==> src/rtl/burst_mem_if.sv <==
// Request/response bundle for burst_mem; master drives requests, slave is the memory.
interface burst_mem_if #(
   parameter int log2_number_of_cells = 8,
   parameter int cell_size            = 8,
   parameter int max_access_cells     = 4
);
   localparam int SW = $clog2(max_access_cells);
   localparam int W  = max_access_cells * cell_size;

   logic                            start;
   logic                            we;
   logic                            re;
   logic [log2_number_of_cells-1:0] addr_bus;
   logic [SW-1:0]                   size;
   logic [W-1:0]                    data_bus_in;
   logic [W-1:0]                    data_bus_out;
   logic                            busy;
   logic                            done;
   logic                            err;
   logic                            parity_err;

   modport master (
      output start, we, re, addr_bus, size, data_bus_in,
      input  data_bus_out, busy, done, err, parity_err
   );

   modport slave (
      input  start, we, re, addr_bus, size, data_bus_in,
      output data_bus_out, busy, done, err, parity_err
   );
endinterface

==> src/rtl/burst_mem.sv <==
// Burst memory moving 1..max_access_cells cells per request, one per clock; done n+1 edges after start.
// Starts while busy or in DONE are dropped silently; optional parity under BURST_MEM_PARITY_EN.
module burst_mem #(
   parameter int log2_number_of_cells = 8,
   parameter int cell_size            = 8,
   parameter int max_access_cells     = 4
) (
   input logic        clk,
   input logic        rst,
   burst_mem_if.slave bus
);
   localparam int SW    = $clog2(max_access_cells);
   localparam int W     = max_access_cells * cell_size;
   localparam int DEPTH = 2 ** log2_number_of_cells;

   typedef logic [log2_number_of_cells-1:0] addr_t;
   typedef enum logic [1:0] {IDLE, XFER, DONE} state_t;

   state_t               state_q;
   logic [cell_size-1:0] mem [DEPTH];
   addr_t                addr_q;
   logic [SW-1:0]        size_q;
   logic [SW-1:0]        cnt_q;
   logic [SW-1:0]        cnt_d;
   logic [W-1:0]         wdata_q;
   logic [W-1:0]         rdata_q;
   logic [W-1:0]         rdata_d;
   logic                 wr_q;
   logic                 busy_q;
   logic                 done_q;
   logic                 err_q;
   addr_t                cell_addr;
   logic [cell_size-1:0] wlane;
   logic [cell_size-1:0] rcell;

   assign cell_addr = addr_q + addr_t'(cnt_q);
   assign cnt_d     = cnt_q + 1'b1;
   assign wlane     = wdata_q[int'(cnt_q)*cell_size +: cell_size];
   assign rcell     = mem[cell_addr];

   // First read beat also zeroes lanes beyond this request's cell count.
   always_comb begin
      rdata_d = rdata_q;
      if (cnt_q == '0) begin
         for (int k = 1; k < max_access_cells; k++) begin
            if (k > int'(size_q)) rdata_d[k*cell_size +: cell_size] = '0;
         end
      end
      rdata_d[int'(cnt_q)*cell_size +: cell_size] = rcell;
   end

`ifdef BURST_MEM_PARITY_EN
   logic par_mem [DEPTH];
   logic parity_err_q;
   assign bus.parity_err = parity_err_q;
`else
   assign bus.parity_err = 1'b0;
`endif

   always_ff @(posedge clk) begin
      if (rst) begin
         state_q <= IDLE;
         addr_q  <= '0;
         size_q  <= '0;
         cnt_q   <= '0;
         wdata_q <= '0;
         rdata_q <= '0;
         wr_q    <= 1'b0;
         busy_q  <= 1'b0;
         done_q  <= 1'b0;
         err_q   <= 1'b0;
         for (int i = 0; i < DEPTH; i++) mem[i] <= '0;
`ifdef BURST_MEM_PARITY_EN
         parity_err_q <= 1'b0;
         for (int i = 0; i < DEPTH; i++) par_mem[i] <= 1'b0;
`endif
      end else begin
         done_q <= 1'b0;
         err_q  <= 1'b0;
         case (state_q)
            IDLE: begin
               if (bus.start) begin
                  if (bus.we ^ bus.re) begin
                     addr_q  <= bus.addr_bus;
                     size_q  <= bus.size;
                     wdata_q <= bus.data_bus_in;
                     wr_q    <= bus.we;
                     cnt_q   <= '0;
                     busy_q  <= 1'b1;
                     state_q <= XFER;
`ifdef BURST_MEM_PARITY_EN
                     parity_err_q <= 1'b0;
`endif
                  end else begin
                     err_q <= 1'b1;
                  end
               end
            end
            XFER: begin
               if (wr_q) begin
                  mem[cell_addr] <= wlane;
`ifdef BURST_MEM_PARITY_EN
                  par_mem[cell_addr] <= ^wlane;
`endif
               end else begin
                  rdata_q <= rdata_d;
`ifdef BURST_MEM_PARITY_EN
                  if ((^rcell) != par_mem[cell_addr]) parity_err_q <= 1'b1;
`endif
               end
               cnt_q <= cnt_d;
               if (cnt_q == size_q) begin
                  busy_q  <= 1'b0;
                  done_q  <= 1'b1;
                  state_q <= DONE;
               end
            end
            DONE:    state_q <= IDLE;
            default: state_q <= IDLE;
         endcase
      end
   end

   assign bus.data_bus_out = rdata_q;
   assign bus.busy         = busy_q;
   assign bus.done         = done_q;
   assign bus.err          = err_q;
endmodule

==> src/flat_wrapper.sv <==
// flat-port wrapper written by rule: the top's interface ports become plain ports
module burst_mem_flat 
#(
   parameter int log2_number_of_cells = 8,
   parameter int cell_size            = 8,
   parameter int max_access_cells     = 4
)
  (clk, rst, bus_start, bus_we, bus_re, bus_addr_bus, bus_size, bus_data_bus_in, bus_data_bus_out, bus_busy, bus_done, bus_err, bus_parity_err);
  burst_mem_if #(.log2_number_of_cells(log2_number_of_cells), .cell_size(cell_size), .max_access_cells(max_access_cells)) bus_i ();
  input logic clk;
  input logic rst;
  input wire logic [$bits(bus_i.start)-1:0] bus_start;
  input wire logic [$bits(bus_i.we)-1:0] bus_we;
  input wire logic [$bits(bus_i.re)-1:0] bus_re;
  input wire logic [$bits(bus_i.addr_bus)-1:0] bus_addr_bus;
  input wire logic [$bits(bus_i.size)-1:0] bus_size;
  input wire logic [$bits(bus_i.data_bus_in)-1:0] bus_data_bus_in;
  output wire logic [$bits(bus_i.data_bus_out)-1:0] bus_data_bus_out;
  output wire logic [$bits(bus_i.busy)-1:0] bus_busy;
  output wire logic [$bits(bus_i.done)-1:0] bus_done;
  output wire logic [$bits(bus_i.err)-1:0] bus_err;
  output wire logic [$bits(bus_i.parity_err)-1:0] bus_parity_err;
  assign bus_i.start = bus_start;
  assign bus_i.we = bus_we;
  assign bus_i.re = bus_re;
  assign bus_i.addr_bus = bus_addr_bus;
  assign bus_i.size = bus_size;
  assign bus_i.data_bus_in = bus_data_bus_in;
  assign bus_data_bus_out = bus_i.data_bus_out;
  assign bus_busy = bus_i.busy;
  assign bus_done = bus_i.done;
  assign bus_err = bus_i.err;
  assign bus_parity_err = bus_i.parity_err;
  burst_mem #(.log2_number_of_cells(log2_number_of_cells), .cell_size(cell_size), .max_access_cells(max_access_cells)) u_core (.clk(clk), .rst(rst), .bus(bus_i));
endmodule
==> config.mk <==
export PLATFORM = sky130hd
export DESIGN_NAME = burst_mem_flat
export DESIGN_NICKNAME = d
export VERILOG_FILES = /design/src/rtl/burst_mem_if.sv /design/src/rtl/burst_mem.sv /design/src/flat_wrapper.sv
export SDC_FILE = /design/constraint.sdc
export NUM_CORES = 2
export LEC_CHECK = 0
export BUFFER_PORTS_ARGS = -buffer_cell sky130_fd_sc_hd__buf_2
export CORE_ASPECT_RATIO = 0.5
export CORE_MARGIN = 2
export CORE_UTILIZATION = 56
export CTS_BUF_LIST = sky130_fd_sc_hd__clkbuf_4 sky130_fd_sc_hd__clkbuf_8 sky130_fd_sc_hd__clkbuf_16
export CTS_CLUSTER_SIZE = 28
export DETAILED_ROUTE_END_ITERATION = 16
export PLACE_DENSITY = 0.72
export SYNTH_ARGS = -nofsm -noshare
export SYNTH_HDL_FRONTEND = slang
export SYNTH_SLANG_ARGS = --single-unit
==> constraint.sdc <==
create_clock -name clk -period 10.04 [get_ports clk]
set_clock_uncertainty 0.05 [all_clocks]
set_input_delay 0 -clock clk [delete_from_list [all_inputs] [get_ports clk]]
set_output_delay 0 -clock clk [all_outputs]
set_load 0.01 [all_outputs]
# Yosys cells after proc, flatten, opt, wreduce, memory -nomap -nowiden
# Memories as Yosys holds them, arrays and structs flattened.
# Index checks and enable logic that the tools add are counted.
# W data, S select, Z words.
[totals]
reg_bits = 82
mem_bits_rw = 2048
out_inout_bits = 36
mem_count = 1
[memory_table]
columns = ["name", "words", "word_bits", "rd", "rd_ports_with_merged_regs", "wr", "line", "source"]
rows = [
  ["u_core.mem", 256, 8, 1, 0, 256, "burst_mem.sv:20", "logic [cell_size-1:0] mem [DEPTH];"],
]
[op_classes]
addsub = 3
order_cmp = 3
eq_ne = 5
shifts = 3
mux = 27
bitwise_logic = 5
reduce_logical = 11
[ops]
columns = ["op", "n"]
rows = [
  ["$mux W8", 5],
  ["$neg A5 Y33", 1],
  ["$shift A8 B33 Y32 const A", 1],
  ["$shiftx A8 B33 Y32", 1],
  ["$bwmux W32", 1],
  ["$shiftx A32 B6 Y8", 1],
  ["$mux W24", 1],
  ["$mux W1", 12],
  ["$mux W2", 5],
  ["$reduce_and A3 Y1", 3],
  ["$add A8 B2 Y8", 1],
  ["$pmux W2 S2", 2],
  ["$reduce_or A8 Y1", 1],
  ["$gt A2 B2 Y1 const A", 2],
  ["$logic_not A2 Y1", 2],
  ["$ne A2 B1 Y1 const B", 2],
  ["$not A1 Y1", 4],
  ["$reduce_and A4 Y1", 1],
  ["$reduce_or A3 Y1", 1],
  ["$add A2 B1 Y2 const B", 1],
  ["$eq A2 B1 Y1 const B", 1],
  ["$eq A2 B2 Y1", 1],
  ["$gt A1 B2 Y1 const A", 1],
  ["$ne A2 B2 Y1 const B", 1],
  ["other kinds (5)", 5],
]

# Longest topological paths before layout
[logic_depth]
depth_word = 6
depth_mapped = 19

# Worst setup path after synthesis
# Ideal clock, no wire load.
[synth_path]
kind = "reg-to-reg"
from = "reg u_core.cnt_q[1]"
to = "mem u_core.mem[132][0] (enable)"
t_arrival_ps = 3970
required_time_ps = 9656
path_slack_ps = 5685
stages_incl_launch_ff = 13
period_less_slack_ps = 4355
path_cell_list = "dfxtp_1 clkinv_1 buf_1 fa_1 buf_2 buf_2 clkbuf_1 clkbuf_1 nand3_1 nor3_1 buf_2 nand2_1 nand2b_1"
[synth_lines]
columns = ["element", "line", "source"]
rows = [
  ["from (decl)", "burst_mem.sv:23", "logic [SW-1:0] cnt_q;"],
  ["from (signal assigned)", "burst_mem.sv:111", "cnt_q <= cnt_d;"],
  ["to (decl)", "burst_mem.sv:20", ""],
]

# Worst setup path after layout
[layout_path]
from = "reg u_core.cnt_q[1]"
to = "reg u_core.rdata_q[7], in the netlist u_core.bus.data_bus_out[7]"
[layout_via]
elab_chain_cells = 4
elab_cells_between_ends = 6
cone_classes = "add/sub: 2; shift: 2; mux: 1; memory: 1"
[layout_lines]
columns = ["element", "line", "source"]
rows = [
  ["$add A8 B2 Y8", "burst_mem.sv:36", "assign cell_addr = addr_q + addr_t'(cnt_q);"],
  ["$mem_v2 Z256 W8", "n/a", ""],
  ["$shiftx A8 B33 Y32", "burst_mem.sv:49", "rdata_d[int'(cnt_q)*cell_size +: cell_size] = rcell;"],
  ["$bwmux W32 *", "burst_mem.sv:49", ""],
  ["to (signal assigned)", "burst_mem.sv:106", "rdata_q <= rdata_d;"],
  ["to (decl)", "burst_mem.sv:26", "logic [W-1:0] rdata_q;"],
]
# Mark *: on every way between the ends. The rest lies on a longest branch, timed or not.
# A chain may end at the register's enable or synchronous reset.

==> out/metrics.csv <==
stage,metric,value,unit
final_layout,fin_nets,7388,
drt,drt_iter0_markers,11560,
floorplanning,core_area,167000,sq um
power_and_ir_drop,p_sw,4.911,mW
final_layout,final_cells,9712,
synthesis,synthMuxAreaShare,0.1028,
clocking,clkSlewWorstSetupHoldPaths,0.07,ns
synthesis,yosysWarnings,0,
global_route,overflow,0,
sta,final-hold-violation-count,0,
global_route,grt_pass1_wl,421500,um
floorplanning,die_w,583.8,um
synthesis,ys.flop_type,edfxtp_1,
floorplanning,ios,83,
clocking,clk_latency,0.85,ns
power_and_ir_drop,p_leak,34.26,nW
sta,tns,0,ns
synthesis,ys_async_sr_fraction,0,
floorplanning,rows,106,
floorplanning,start_util,0.5638,
synthesis,syn-mean-instance-area,12.81,sq um
drt,wl_per_cell,30.01,um
clocking,cts_max_path_buffers,3,
sta,whs,0.1269,ns
worst_hold_path,min_from,rst,
synthesis,synth_xor_area_frac,0.001023,
setup_path,cp_max_fo,94,
sta,period_minus_slack,6.549,ns
drt,viasPerCell,6.638,
worst_hold_path,min_path_type,in -> reg,
synthesis,synthSimpleGateAreaFrac,0.1635,
synthesis,yosys_register_bits,2130,
setup_path,crit_path_start,u_core.cnt_q[1]$_SDFFE_PP0P_,
final_layout,syn2layout_area_growth,10.40,%
power_and_ir_drop,irDropWorstVdd,212.8,uV
sta,finalSetupViolations,0,
run,maxCapViolations,1,
setup_path,r2r_start,u_core.cnt_q[1]$_SDFFE_PP0P_,
drt,ant_nets,0,
final_layout,final_common_cell,nor2_1,
sta,rsz0062_at_grt,false,
drt,firstDrtPassIters,9,
sta,relSlewSlack,-0.02450,
power_and_ir_drop,total_power,19.68,mW
synthesis,synth_top_family_by_area,simple AND/OR/NAND/NOR gates,
power_and_ir_drop,pwr-share-seq,0.514,
synthesis,synth_nets,7407,
floorplanning,fp.dieH,293.9,um
power_and_ir_drop,intPower,14.77,mW
power_and_ir_drop,comb_power_share,0.105,
placement,port_buffers,81,
synthesis,synth-compound-area-share,0.03143,
global_route,grt_use_total,0.3393,
clocking,root_buffer,clkbuf_16,
global_route,grt_max_degree,143,
synthesis,synth_area,94130,sq um
setup_path,start_kind,flop,
setup_path,path_class,reg -> reg,
synthesis,postSynthCellCount,7350,
synthesis,ys_types,86,
drt,routed_wl,291400,um
final_layout,layout-drive-gt1-share,0.1225,
placement,dp_hpwl,176200,um
setup_path,crit_arrival,7.19,ns
status,violations,"max-capacitance violations, max-slew violations",
status,status,"complete, but fails checks",
clocking,cts-htree-levels,4,
synthesis,synthAdderAreaFrac,0.001409,
sta,fmax,0.1527,GHz
setup_path,endpoint_kind,flop,
power_and_ir_drop,p_sw_frac,0.2495,
setup_path,cp.required,10.68,ns
drt,drc,0,
placement,dp_cells,9209,
drt,vias,64470,
floorplanning,dieArea,171600,sq um
synthesis,yosysSeqAreaShare,0.6708,
clocking,cts_made_buffers,185,
clocking,cts.sinks,2130,
clocking,cts.repair.resized,0,
sta,max_slew.worst_pin.slew,1.530,ns
final_layout,fin_util,0.6224,
clocking,tritoncts,yes,
sta,period_share,0.6523,
placement,gp_congestion,0.9522,
power_and_ir_drop,p_per_area,189.4,nW/um^2
synthesis,synth_edf_count,2048,
global_route,grt_pass1_vias,60620,
final_layout,most-common-layout-cells,"2086 x nor2_1, 2048 x edfxtp_1, 973 x nand2_1",
global_route,antenna_found_initial,17,
power_and_ir_drop,clkPwrFrac,0.381,
sta,maxSlewViolCount,5,
-- power by group through the flow --
stage / Clock (mW) / Combinational [mW] / Sequential (mW)
after floorplan: 0 / 1.23 / 10.2
after global placement: 0 / 1.92 / 10.3
after detailed placement: 0 / 1.93 / 10.3
after CTS: 7.46 / 1.99 / 10.1
after global routing: 7.79 / 2.12 / 10.1
final: 7.50 / 2.07 / 10.1
-- critical path, cell delays in order, from the launching register on --
cell and delay [ns]:
dfxtp_1 0.60, clkinv_1 0.22, fa_4 1.34, buf_12 0.53, buf_4 0.65, mux4_2 0.39, o21ai_0 1.09, a221oi_1 0.26
o2111ai_1 0.92, o21ai_0 0.20
-- path summary, 6_finish.rpt --
| check | end | slack, ns | depth (start not counted) |
|---|---|---|---|
| setup / recovery | u_core.bus.data_bus_out[7]$_SDFFE_PP0P_ | 3.49 | 9 |
| hold reg to reg | u_core.bus.data_bus_out[10]$_SDFFE_PP0P_ | 0.40 | 2 |
| hold / removal | u_core.mem[14][7]$_SDFFCE_PN0P_ | 0.13 | 2 |
| setup reg to reg | u_core.bus.data_bus_out[7]$_SDFFE_PP0P_ | 3.49 | 9 |
-- per-stage QoR --
step	setup WS (ns)	instance area [sq um]
2_1_floorplan	5.685	94130
3_3_place_gp	3.772	96160
3_5_place_dp	3.708	96160
4_1_cts	3.695	103900
5_1_grt	3.460	103900
6_report	3.491	103900
-- Yosys cell counts (all sizes together) (9+ instances only) --
master   count  area (sq um)
a22oi       62         465.5
clkbuf     387          1453
mux4       366          8367
nand3      209          1046
nor3b        9         67.56
mux2i      113          1131
a32oi       45         394.1
a31oi       45         287.8
buf        169          1250
a211oi      11         82.58
a21oi       81         405.4
edfxtp    2048         61500
nor3        21         105.1
nor2      2104          7898
mux2        16         180.2
o2111ai      9         78.83
a221oi      12         105.1
o211ai      12         90.09
a2111oi     11         116.4
o21ai       56         280.3
or4          9         78.82
nand2      973          3652
nand4       78         494.2
and3        14         87.58
ha           9         112.6
dfxtp       82          1642
nand2b     267          1670
-- cell type report --
type                    instances  area [sq um]
repair buffers                350          3030
clock inverters               112          1116
clock buffers                 228          5099
inverters                       8         31.28
flip-flops and latches       2130         63140
fillers                     12150         63060
well taps                    2214          2770
multi-input cells            4656         28700
diodes                         14         35.03
-- cells by family (layout without fill, tap and decap cells) --
kind of cell / after synthesis / after routing
flip-flops: 2130 / 2130
AO/OA/AOI/OAI: 418 / 418
AND/OR/NAND/NOR: 3724 / 3724
buffers and inverters: 564 / 698
XOR/XNOR: 8 / 8
other: 1 / 15
adder cells (fa/ha/maj): 10 / 10
multiplexers: 495 / 495
-- flip-flops by register name (all words and copies together) (netlist names) --
name / flops
u_core.wr_q: 1
u_core.bus.data_bus_out: 32
u_core.wdata_q: 32
u_core.bus.err: 1
u_core.state_q: 2
u_core.size_q: 2
u_core.bus.busy: 1
u_core.mem: 2048
u_core.addr_q: 8
u_core.bus.done: 1
u_core.cnt_q: 2
-- what timing repair did --
action | 4_1_cts | 5_1_grt
hold endpoints to repair | 48 | 0
buffers inserted | 0 | 0
hold buffers | 149 | 0
-- routing by layer --
metal	GRT usage	share of wire	vias up
met1	0.4758	0.36	32000
met5	0	0.00029	-
met2	0.4858	0.43	5326
met4	0.1266	0.039	12
li1	-	-	26440
met3	0.1254	0.17	693
Note: power is estimated with default switching activity, not from simulation.
